--- src/rtl/pipeline_ctrl_pkg.sv ---
// Shared definitions for the pipeline stall/flush controller: mul/div FSM
// state encoding, EX_MULDIV_OP encodings and the architectural zero register.
package pipeline_ctrl_pkg;

  // Controller state: RUN = 0, MD_WAIT = 1
  typedef enum logic {
    ST_RUN     = 1'b0,
    ST_MD_WAIT = 1'b1
  } md_state_e;

  // EX_MULDIV_OP encodings; MD_RSVD behaves exactly like MD_NONE
  typedef enum logic [1:0] {
    MD_NONE = 2'b00,
    MD_MUL  = 2'b01,
    MD_DIV  = 2'b10,
    MD_RSVD = 2'b11
  } md_op_e;

  // x0 is hard-wired to zero, so a load into it never creates a hazard
  localparam logic [4:0] REG_ZERO = 5'd0;

  // Width of the mul/div down-counter
  localparam int unsigned MD_CNT_W = 6;

  // True only for the two real op classes; reserved and unknown codes are no-ops
  function automatic logic md_op_valid(input logic [1:0] op);
    logic v;
    v = 1'b0;
    case (op)
      MD_MUL:  v = 1'b1;
      MD_DIV:  v = 1'b1;
      default: v = 1'b0;
    endcase
    return v;
  endfunction

endpackage

--- src/rtl/muldiv_stall_counter.sv ---
// Mul/div occupancy tracker. Owns the RUN/MD_WAIT state, the down-counter
// and the MULDIV_START pulse. Outputs are raw (not gated by reset); the top
// level applies reset forcing and priority.
module muldiv_stall_counter
  import pipeline_ctrl_pkg::*;
#(
  parameter int unsigned MUL_LATENCY = 2,
  parameter int unsigned DIV_LATENCY = 34
) (
  input  logic       clk_i,
  input  logic       rst_ni,
  input  logic       freeze_i,
  input  logic [1:0] op_i,
  output logic       stall_o,
  output logic       start_o,
  output logic       busy_o
);

  // Counter preload is L - 2: the first EX cycle is spent in RUN and the
  // release cycle is spent in MD_WAIT with the counter already at zero.
  localparam logic [MD_CNT_W-1:0] MUL_LOAD =
    (MUL_LATENCY > 1) ? MD_CNT_W'(MUL_LATENCY - 2) : '0;
  localparam logic [MD_CNT_W-1:0] DIV_LOAD =
    (DIV_LATENCY > 1) ? MD_CNT_W'(DIV_LATENCY - 2) : '0;
  localparam logic MUL_MULTI = (MUL_LATENCY > 1);
  localparam logic DIV_MULTI = (DIV_LATENCY > 1);

  md_state_e             state_q;
  logic [MD_CNT_W-1:0]   cnt_q;
  logic                  op_valid;
  logic                  lat_multi;
  logic [MD_CNT_W-1:0]   load_val;
  logic                  cnt_zero;
  logic                  in_run;
  logic                  in_wait;

  // Decode the op in EX into "multi-cycle?" and the counter preload
  always_comb begin
    op_valid  = md_op_valid(op_i);
    lat_multi = 1'b0;
    load_val  = '0;
    case (op_i)
      MD_MUL: begin
        lat_multi = MUL_MULTI;
        load_val  = MUL_LOAD;
      end
      MD_DIV: begin
        lat_multi = DIV_MULTI;
        load_val  = DIV_LOAD;
      end
      default: begin
        lat_multi = 1'b0;
        load_val  = '0;
      end
    endcase
  end

  assign cnt_zero = (cnt_q == '0);
  assign in_run   = (state_q == ST_RUN);
  assign in_wait  = (state_q == ST_MD_WAIT);

  // Stall on the first EX cycle of a multi-cycle op and while the counter runs
  assign stall_o = (in_run && op_valid && lat_multi) || (in_wait && !cnt_zero);
  // Start is deferred through freeze cycles; single-cycle ops also pulse it
  assign start_o = in_run && op_valid && !freeze_i;
  assign busy_o  = in_wait;

  // FSM: enter MD_WAIT on an unfrozen multi-cycle op, count down regardless
  // of freeze, and leave only on an unfrozen cycle with the counter at zero
  always_ff @(posedge clk_i) begin
    if (!rst_ni) begin
      state_q <= ST_RUN;
      cnt_q   <= '0;
    end else begin
      case (state_q)
        ST_RUN: begin
          if (op_valid && lat_multi && !freeze_i) begin
            state_q <= ST_MD_WAIT;
            cnt_q   <= load_val;
          end
        end
        ST_MD_WAIT: begin
          if (!cnt_zero) begin
            cnt_q <= cnt_q - MD_CNT_W'(1);
          end else if (!freeze_i) begin
            state_q <= ST_RUN;
          end
        end
        default: begin
          state_q <= ST_RUN;
          cnt_q   <= '0;
        end
      endcase
    end
  end

endmodule

--- src/rtl/pipeline_hazard_ctrl.sv ---
// Central stall/flush controller for the five-stage RV32IM pipeline.
// Produces per-register enable/flush controls and the PC enable from memory
// busywait, load-use hazards, taken branches and multi-cycle mul/div ops.
// Optional feature: define PIPE_PERF_CNT_EN to add STALL_COUNT/FLUSH_COUNT.
module pipeline_hazard_ctrl
  import pipeline_ctrl_pkg::*;
#(
  parameter int unsigned MUL_LATENCY = 2,
  parameter int unsigned DIV_LATENCY = 34
) (
  input  logic        CLK,
  input  logic        RESET,
  input  logic        IMEM_BUSYWAIT,
  input  logic        DMEM_BUSYWAIT,
  input  logic [4:0]  ID_RS1,
  input  logic [4:0]  ID_RS2,
  input  logic        ID_USES_RS1,
  input  logic        ID_USES_RS2,
  input  logic [4:0]  EX_RD,
  input  logic        EX_IS_LOAD,
  input  logic        EX_BRANCH_TAKEN,
  input  logic [1:0]  EX_MULDIV_OP,
  output logic        PC_EN,
  output logic        IF_ID_EN,
  output logic        ID_EX_EN,
  output logic        EX_MEM_EN,
  output logic        MEM_WB_EN,
  output logic        IF_ID_FLUSH,
  output logic        ID_EX_FLUSH,
  output logic        EX_MEM_FLUSH,
  output logic        MULDIV_START,
  output logic        MULDIV_BUSY
`ifdef PIPE_PERF_CNT_EN
  ,
  output logic [31:0] STALL_COUNT,
  output logic [31:0] FLUSH_COUNT
`endif
);

  logic freeze;
  logic md_stall;
  logic md_start;
  logic md_busy;
  logic load_use;

  assign freeze = IMEM_BUSYWAIT || DMEM_BUSYWAIT;

  muldiv_stall_counter #(
    .MUL_LATENCY (MUL_LATENCY),
    .DIV_LATENCY (DIV_LATENCY)
  ) u_md_cnt (
    .clk_i    (CLK),
    .rst_ni   (RESET),
    .freeze_i (freeze),
    .op_i     (EX_MULDIV_OP),
    .stall_o  (md_stall),
    .start_o  (md_start),
    .busy_o   (md_busy)
  );

  assign load_use = EX_IS_LOAD && (EX_RD != REG_ZERO) &&
                    ((ID_USES_RS1 && (ID_RS1 == EX_RD)) ||
                     (ID_USES_RS2 && (ID_RS2 == EX_RD)));

  assign MULDIV_START = RESET && md_start;
  assign MULDIV_BUSY  = RESET && md_busy;

  // Priority resolution: reset, freeze, mul/div, branch, load-use, normal
  always_comb begin
    PC_EN        = 1'b0;
    IF_ID_EN     = 1'b0;
    ID_EX_EN     = 1'b0;
    EX_MEM_EN    = 1'b0;
    MEM_WB_EN    = 1'b0;
    IF_ID_FLUSH  = 1'b0;
    ID_EX_FLUSH  = 1'b0;
    EX_MEM_FLUSH = 1'b0;
    if (!RESET || freeze) begin
      // Whole pipeline holds; nothing captures, nothing is flushed
    end else if (md_stall) begin
      // Op stays in EX; a bubble flows on into MEM behind it
      EX_MEM_EN    = 1'b1;
      EX_MEM_FLUSH = 1'b1;
      MEM_WB_EN    = 1'b1;
    end else if (EX_BRANCH_TAKEN) begin
      // Redirect and squash the two younger instructions
      PC_EN        = 1'b1;
      IF_ID_EN     = 1'b1;
      ID_EX_EN     = 1'b1;
      EX_MEM_EN    = 1'b1;
      MEM_WB_EN    = 1'b1;
      IF_ID_FLUSH  = 1'b1;
      ID_EX_FLUSH  = 1'b1;
    end else if (load_use) begin
      // Hold the consumer in ID for one cycle and inject a bubble into EX
      ID_EX_EN     = 1'b1;
      ID_EX_FLUSH  = 1'b1;
      EX_MEM_EN    = 1'b1;
      MEM_WB_EN    = 1'b1;
    end else begin
      PC_EN        = 1'b1;
      IF_ID_EN     = 1'b1;
      ID_EX_EN     = 1'b1;
      EX_MEM_EN    = 1'b1;
      MEM_WB_EN    = 1'b1;
    end
  end

`ifdef PIPE_PERF_CNT_EN
  logic [31:0] stall_cnt_q, stall_cnt_d;
  logic [31:0] flush_cnt_q, flush_cnt_d;

  // Next counter values; both wrap naturally at 2^32
  always_comb begin
    stall_cnt_d = stall_cnt_q;
    flush_cnt_d = flush_cnt_q;
    if (!PC_EN) begin
      stall_cnt_d = stall_cnt_q + 32'd1;
    end
    if (IF_ID_FLUSH || ID_EX_FLUSH || EX_MEM_FLUSH) begin
      flush_cnt_d = flush_cnt_q + 32'd1;
    end
  end

  // Reset cycles are not counted as stalls
  always_ff @(posedge CLK) begin
    if (!RESET) begin
      stall_cnt_q <= '0;
      flush_cnt_q <= '0;
    end else begin
      stall_cnt_q <= stall_cnt_d;
      flush_cnt_q <= flush_cnt_d;
    end
  end

  assign STALL_COUNT = stall_cnt_q;
  assign FLUSH_COUNT = flush_cnt_q;
`else
  // Performance counters are not built in this configuration
`endif

endmodule
--- config.mk ---
export PLATFORM = sky130hd
export DESIGN_NAME = pipeline_hazard_ctrl
export DESIGN_NICKNAME = d
export VERILOG_FILES = /design/src/rtl/pipeline_ctrl_pkg.sv /design/src/rtl/muldiv_stall_counter.sv /design/src/rtl/pipeline_hazard_ctrl.sv
export SDC_FILE = /design/constraint.sdc
export NUM_CORES = 1
export LEC_CHECK = 0
export CAP_MARGIN = 20
export CORE_UTILIZATION = 38
export CTS_CLUSTER_SIZE = 28
export DETAILED_ROUTE_END_ITERATION = 16
export HOLD_SLACK_MARGIN = 0.05
export PLACE_DENSITY = 0.84
export SYNTH_ARGS = -nofsm -noshare
export SYNTH_HDL_FRONTEND = slang
export SYNTH_SLANG_ARGS = --single-unit
--- constraint.sdc ---
create_clock -name CLK -period 2 [get_ports CLK]
set_input_delay 0.3 -clock CLK [delete_from_list [all_inputs] [get_ports CLK]]
set_output_delay 0.3 -clock CLK [all_outputs]
set_load 0.01 [all_outputs]
Yosys cells after proc, flatten, opt, wreduce, memory -nomap -nowiden --
Cells that the tools add are included.
Storage, ports and cells: logic and storage cells 57, bits in registers 7, bits of input ports 25
Cells by class: bitwise operators 1, equal/unequal tests 6, $add $sub $neg 1, reductions and logical operators 22, mux-type cells 25
Operator list (number):
- $mux W1 | 20
- $mux W6 | 3
- $pmux W6 S2 | 1
- $logic_and A1 B1 Y1 | 11
- $eq A5 B5 Y1 | 2
- $logic_not A6 Y1 | 1
- $sub A6 B1 Y6 const B | 1
- $reduce_bool A5 Y1 | 1
- $logic_or A1 B1 Y1 | 4
- $ne A2 B2 Y1 const B | 2
- $logic_not A1 Y1 | 3
- $eq A2 B1 Y1 const B | 1
- $eq A2 B2 Y1 const B | 1
- $pmux W1 S2 | 1
- $reduce_and A2 Y1 | 1
- $reduce_or A2 Y1 | 1
- $not A1 Y1 | 1

Longest topological paths before layout --
word-level depth 8, depth in mapped cells 8, gate-level depth less buffers 7

Modules after synthesis --
Synthesis repeated with hierarchy kept, for this count alone.
Second synthesis, totals: cell total of the unflattened synthesis 79, area, all modules 644.4 sq um
Modules (own cells, without submodules):
- muldiv_stall_counter | cells each 51, area an instance 420.4 sq um, instances 1
- pipeline_hazard_ctrl | cells each 28, area an instance 224.0 sq um, instances 1

Worst setup path after synthesis --
No wires, ideal clock.
kind register -> output, start point reg u_md_cnt.cnt_q[0], end point out PC_EN, stages on the path, launching flop included 9, required time 1.700 ns, setup slack 0.197 ns, buffers on the path 1, data arrival time 1.503 ns, path through dfxtp_1 -> inv_1 -> ha_1 -> nor2b_1 -> a31o_2 -> nand2_1 -> inv_1 -> o31a_1 -> buf_4
Between the ends: cells in the longest elaborated chain, start to end 6
Ends and longest elaborated chain:
- from (decl) | line muldiv_stall_counter.sv:29 | logic [MD_CNT_W-1:0] cnt_q;
- from (signal assigned) | line muldiv_stall_counter.sv:79 | cnt_q <= load_val;
- from (signal assigned) | line muldiv_stall_counter.sv:84 | cnt_q <= cnt_q - MD_CNT_W'(1);
- $logic_not A6 Y1 | line muldiv_stall_counter.sv:58 | assign cnt_zero = (cnt_q == '0);
- $logic_not A1 Y1 | line muldiv_stall_counter.sv:63 | assign stall_o = (in_run && op_valid && lat_multi) || (in_wait && !cnt_zero);
- $logic_and A1 B1 Y1 | line muldiv_stall_counter.sv:63
- $logic_or A1 B1 Y1 | line muldiv_stall_counter.sv:63
- $mux W1 (2 in series)
- to (decl) | line pipeline_hazard_ctrl.sv:23 | output logic PC_EN,
Every way passes these cells.

Worst setup path after layout --
start point in EX_RD[3], end point out ID_EX_FLUSH
Between the ends: cells in the longest elaborated chain, start to end 8, elaborated cells between the ends (all ways) 12
Ends and longest elaborated chain:
- from (decl) | line pipeline_hazard_ctrl.sv:19 | input logic [4:0] EX_RD,
- $eq A5 B5 Y1 (on tied branches) | line pipeline_hazard_ctrl.sv:62, pipeline_hazard_ctrl.sv:63
- $logic_and A1 B1 Y1 (on tied branches) | line pipeline_hazard_ctrl.sv:62, pipeline_hazard_ctrl.sv:63
- $logic_or A1 B1 Y1 | line pipeline_hazard_ctrl.sv:62 | ((ID_USES_RS1 && (ID_RS1 == EX_RD)) ||
- $logic_and A1 B1 Y1 (*) | line pipeline_hazard_ctrl.sv:61 | assign load_use = EX_IS_LOAD && (EX_RD != REG_ZERO) &&
- $mux W1 (*) | line pipeline_hazard_ctrl.sv:94 | end else if (load_use) begin
- $mux W1 (*) | line pipeline_hazard_ctrl.sv:85 | end else if (EX_BRANCH_TAKEN) begin
- $mux W1 (*) | line pipeline_hazard_ctrl.sv:80 | end else if (md_stall) begin
- $mux W1 (*) | line pipeline_hazard_ctrl.sv:78 | if (!RESET || freeze) begin
- to (decl) | line pipeline_hazard_ctrl.sv:29 | output logic ID_EX_FLUSH,
Mark *: on every way between the ends. The rest lies on a longest branch, timed or not.

==> results.json <==
{
  "hold_viol": 0,
  "period_share_pct": 98.5,
  "fin_skew_ns": 0.00668,
  "dr.max_layer_used": "met3",
  "core-area_um2": 1560,
  "dpl.hpwl_mm": 1.65,
  "routed_wl_mm": 2.11,
  "hp-class": "flip-flop to flip-flop",
  "final_nets": 165,
  "areaGrowthSynthToFinish_pct": 80.8,
  "firstDrtPassIters": 10,
  "relSlewSlack_pct": 78.5,
  "clk_latency_ns": 0.26,
  "wl_per_cell_um": 13.9,
  "post_cts_buffers": 0,
  "drive_gt1_share_pct": 30.9,
  "fillerInstances": 122,
  "routabilityCongestion": 0.802,
  "synth_edf_count": 0,
  "io_pins": 35,
  "yosysMostFrequentCell": "inv_1",
  "clockRootBuffer": "clkbuf_4",
  "max_freq_mhz": 507,
  "met1Wirelength_um": 875,
  "cts.path.max_buffers": 2,
  "cp_data_required_time_ns": 1.70,
  "netSwitchingFraction_pct": 32.5,
  "ys_top_cells_by_count": "inv_1 (9), nand2_1 (8), xor2_1 (8)",
  "overflow": 0,
  "die_w_um": 43.8,
  "slew_violations": 0,
  "p_seq_share_pct": 30.2,
  "placed_cells": 148,
  "seq_area_um2": 143,
  "drcViolationCount": 2,
  "fp-row-count": 14,
  "drtIter0Drc": 29,
  "cts.clk_slew.worst_paths_ns": 0.05,
  "die_y_um": 43.8,
  "min_period_ns": 1.97,
  "worst-setup-path-type": "input pin to output port",
  "die_area_um2": 1920,
  "grt_pass1_vias": 746,
  "startpoint_type": "input pin",
  "antenna_found_initial": 0,
  "peakVddDrop_mv": 0.393,
  "p_switching_mw": 0.174,
  "utilization_pct": 76.9,
  "cts_hold_buf": 0,
  "end_kind": "output port",
  "finalSetupTns_ns": 0,
  "yosysUniqueCellTypes": 37,
  "numCtsBuffers": 3,
  "ys.flop_type": "dfxtp_1",
  "via_per_inst": 5.40,
  "wl_met3_um": 116,
  "antenna_left": 0,
  "seq_area_frac_synth_pct": 21.1,
  "dr_wl_met2_mm": 1.11,
  "internal-power_mw": 0.361,
  "tightest_slew_ns": 0.322,
  "yosys_warnings": 0,
  "syn_avg_cell_area_um2": 7.99,
  "stdcell_area_um2": 1200,
  "async_flop_share_pct": 0,
  "cp.arrival_ns": 1.67,
  "synth-seq-cells": 7,
  "place_area_um2": 1130,
  "finalNonFillerCells": 152,
  "outcome": "finished with violations",
  "cts_tree": "yes",
  "grt_pass1_wl_mm": 3.22,
  "diodes": 0,
  "h-tree-depth": 1,
  "synth_nets": 111,
  "grt_max_degree": 10,
  "synth_area_leaders": "dfxtp_1 (21%), xor2_1 (11%), ha_1 (5.7%), inv_1 (5.1%), nand2_1 (4.5%)",
  "cts_sinks": 7,
  "syn-cell-area_um2": 663,
  "initial_core_util_pct": 42.5,
  "clockPowerShare_pct": 25.1,
  "crit_fanout": 3,
  "combPwrFrac_pct": 44.7,
  "yosysTopAreaCell": "dfxtp_1",
  "io_buffer_count": 34,
  "power_density_nw_per_um2": 446,
  "violations": "DRC",
  "synth_cells": 83,
  "drv_cap": 0,
  "leakagePower_nw": 0.618,
  "vias": 821,
  "grt_util_all_layers_pct": 23.1,
  "finalSetupViolCount": 0,
  "multiInputGateArea_um2": 504,
  "yosys.area.top_type_share_pct": 21.1
}
-- flip-flops by register name, summed over array words and instances (netlist names) --
| register | count |
|---|---|
| u_md_cnt.busy_o | 1 |
| u_md_cnt.cnt_q | 6 |
-- area by class of cell --
| class | instances | share of cell area, % |
|---|---|---|
| Sequential cell | 7 | 11.9 |
| Clock buffer | 4 | 2.19 |
| Multi-Input combinational cell | 63 | 42.1 |
| Inverter | 9 | 2.82 |
| Timing Repair Buffer | 53 | 39.4 |
| Tap cell | 16 | 1.67 |
-- per-stage QoR --
| step | total power, mW | hold slack, ns | setup WS (ns) |
|---|---|---|---|
| after floorplan | 0.264 | 0.462 | 0.197 |
| after global placement | 0.385 | 0.495 | -0.543 |
| after detailed placement | 0.394 | 0.511 | -0.554 |
| after CTS | 0.535 | 0.529 | 0.0115 |
| after global routing | 0.575 | 0.560 | -0.00937 |
| final | 0.534 | 0.527 | 0.0293 |
-- layer usage --
metal  vias up  track usage (%)
li1        404                -
met1       394             27.6
met2        23             39.4
met3         0             7.92
met4         0             5.63
met5         -                0
-- layout by cell type, fill, tap and decap left out, drive strengths merged, types with 3 or more instances in the layout --
cell type	n
buf	22
ha	3
nand3	4
clkbuf	4
dfxtp	7
nor2	3
dlymetal6s2s	7
inv	9
xor2	8
clkdlybuf4s50	12
dlygate4sd2	11
nand2	8
-- critical path, stage by stage --
cell and delay [ns]:
dlygate4sd2_1 0.28, xor2_1 0.17, nor4_1 0.30, a32oi_1 0.18
o31ai_1 0.27, buf_2 0.17
-- power by group through the flow --
| stage | registers [mW] | clock network [mW] | logic [mW] |
|---|---|---|---|
| after floorplan | 0.165 | 0 | 0.0992 |
| after global placement | 0.161 | 0 | 0.224 |
| after detailed placement | 0.161 | 0 | 0.232 |
| after CTS | 0.159 | 0.142 | 0.235 |
| after global routing | 0.162 | 0.155 | 0.258 |
| final | 0.161 | 0.134 | 0.239 |
-- logic make-up (layout without fill, tap and decap cells) --
kind of cell	Yosys count	in the layout	share of synthesized area, %
multiplexers	1	1	1.51
XOR/XNOR	10	10	13.2
flip-flops	7	7	21.1
adder cells (fa/ha/maj)	3	3	5.66
buffers and inverters	13	66	9.81
AO/OA/AOI/OAI	20	20	25.1
AND/OR/NAND/NOR	29	29	23.6
-- repair_timing --
action / CTS / global route
gates resized for setup: 33 / 12
gates cloned: 0 / 0
pin swaps: 5 / 5
setup endpoints to repair: 12 / 7
-- path summary, 6_finish.rpt --
| kind | start | cells past startpoint | end | slack (ns) |
|---|---|---|---|---|
| setup / recovery | EX_RD[3] | 6 | ID_EX_FLUSH | 0.03 |
| hold / removal | u_md_cnt.cnt_q[5] | 2 | u_md_cnt.cnt_q[5] | 0.53 |
| setup reg to reg | u_md_cnt.cnt_q[0] | 7 | u_md_cnt.cnt_q[4] | 0.16 |
| hold reg to reg | u_md_cnt.cnt_q[5] | 2 | u_md_cnt.cnt_q[5] | 0.53 |
Note: power is estimated with default switching activity, not from simulation.
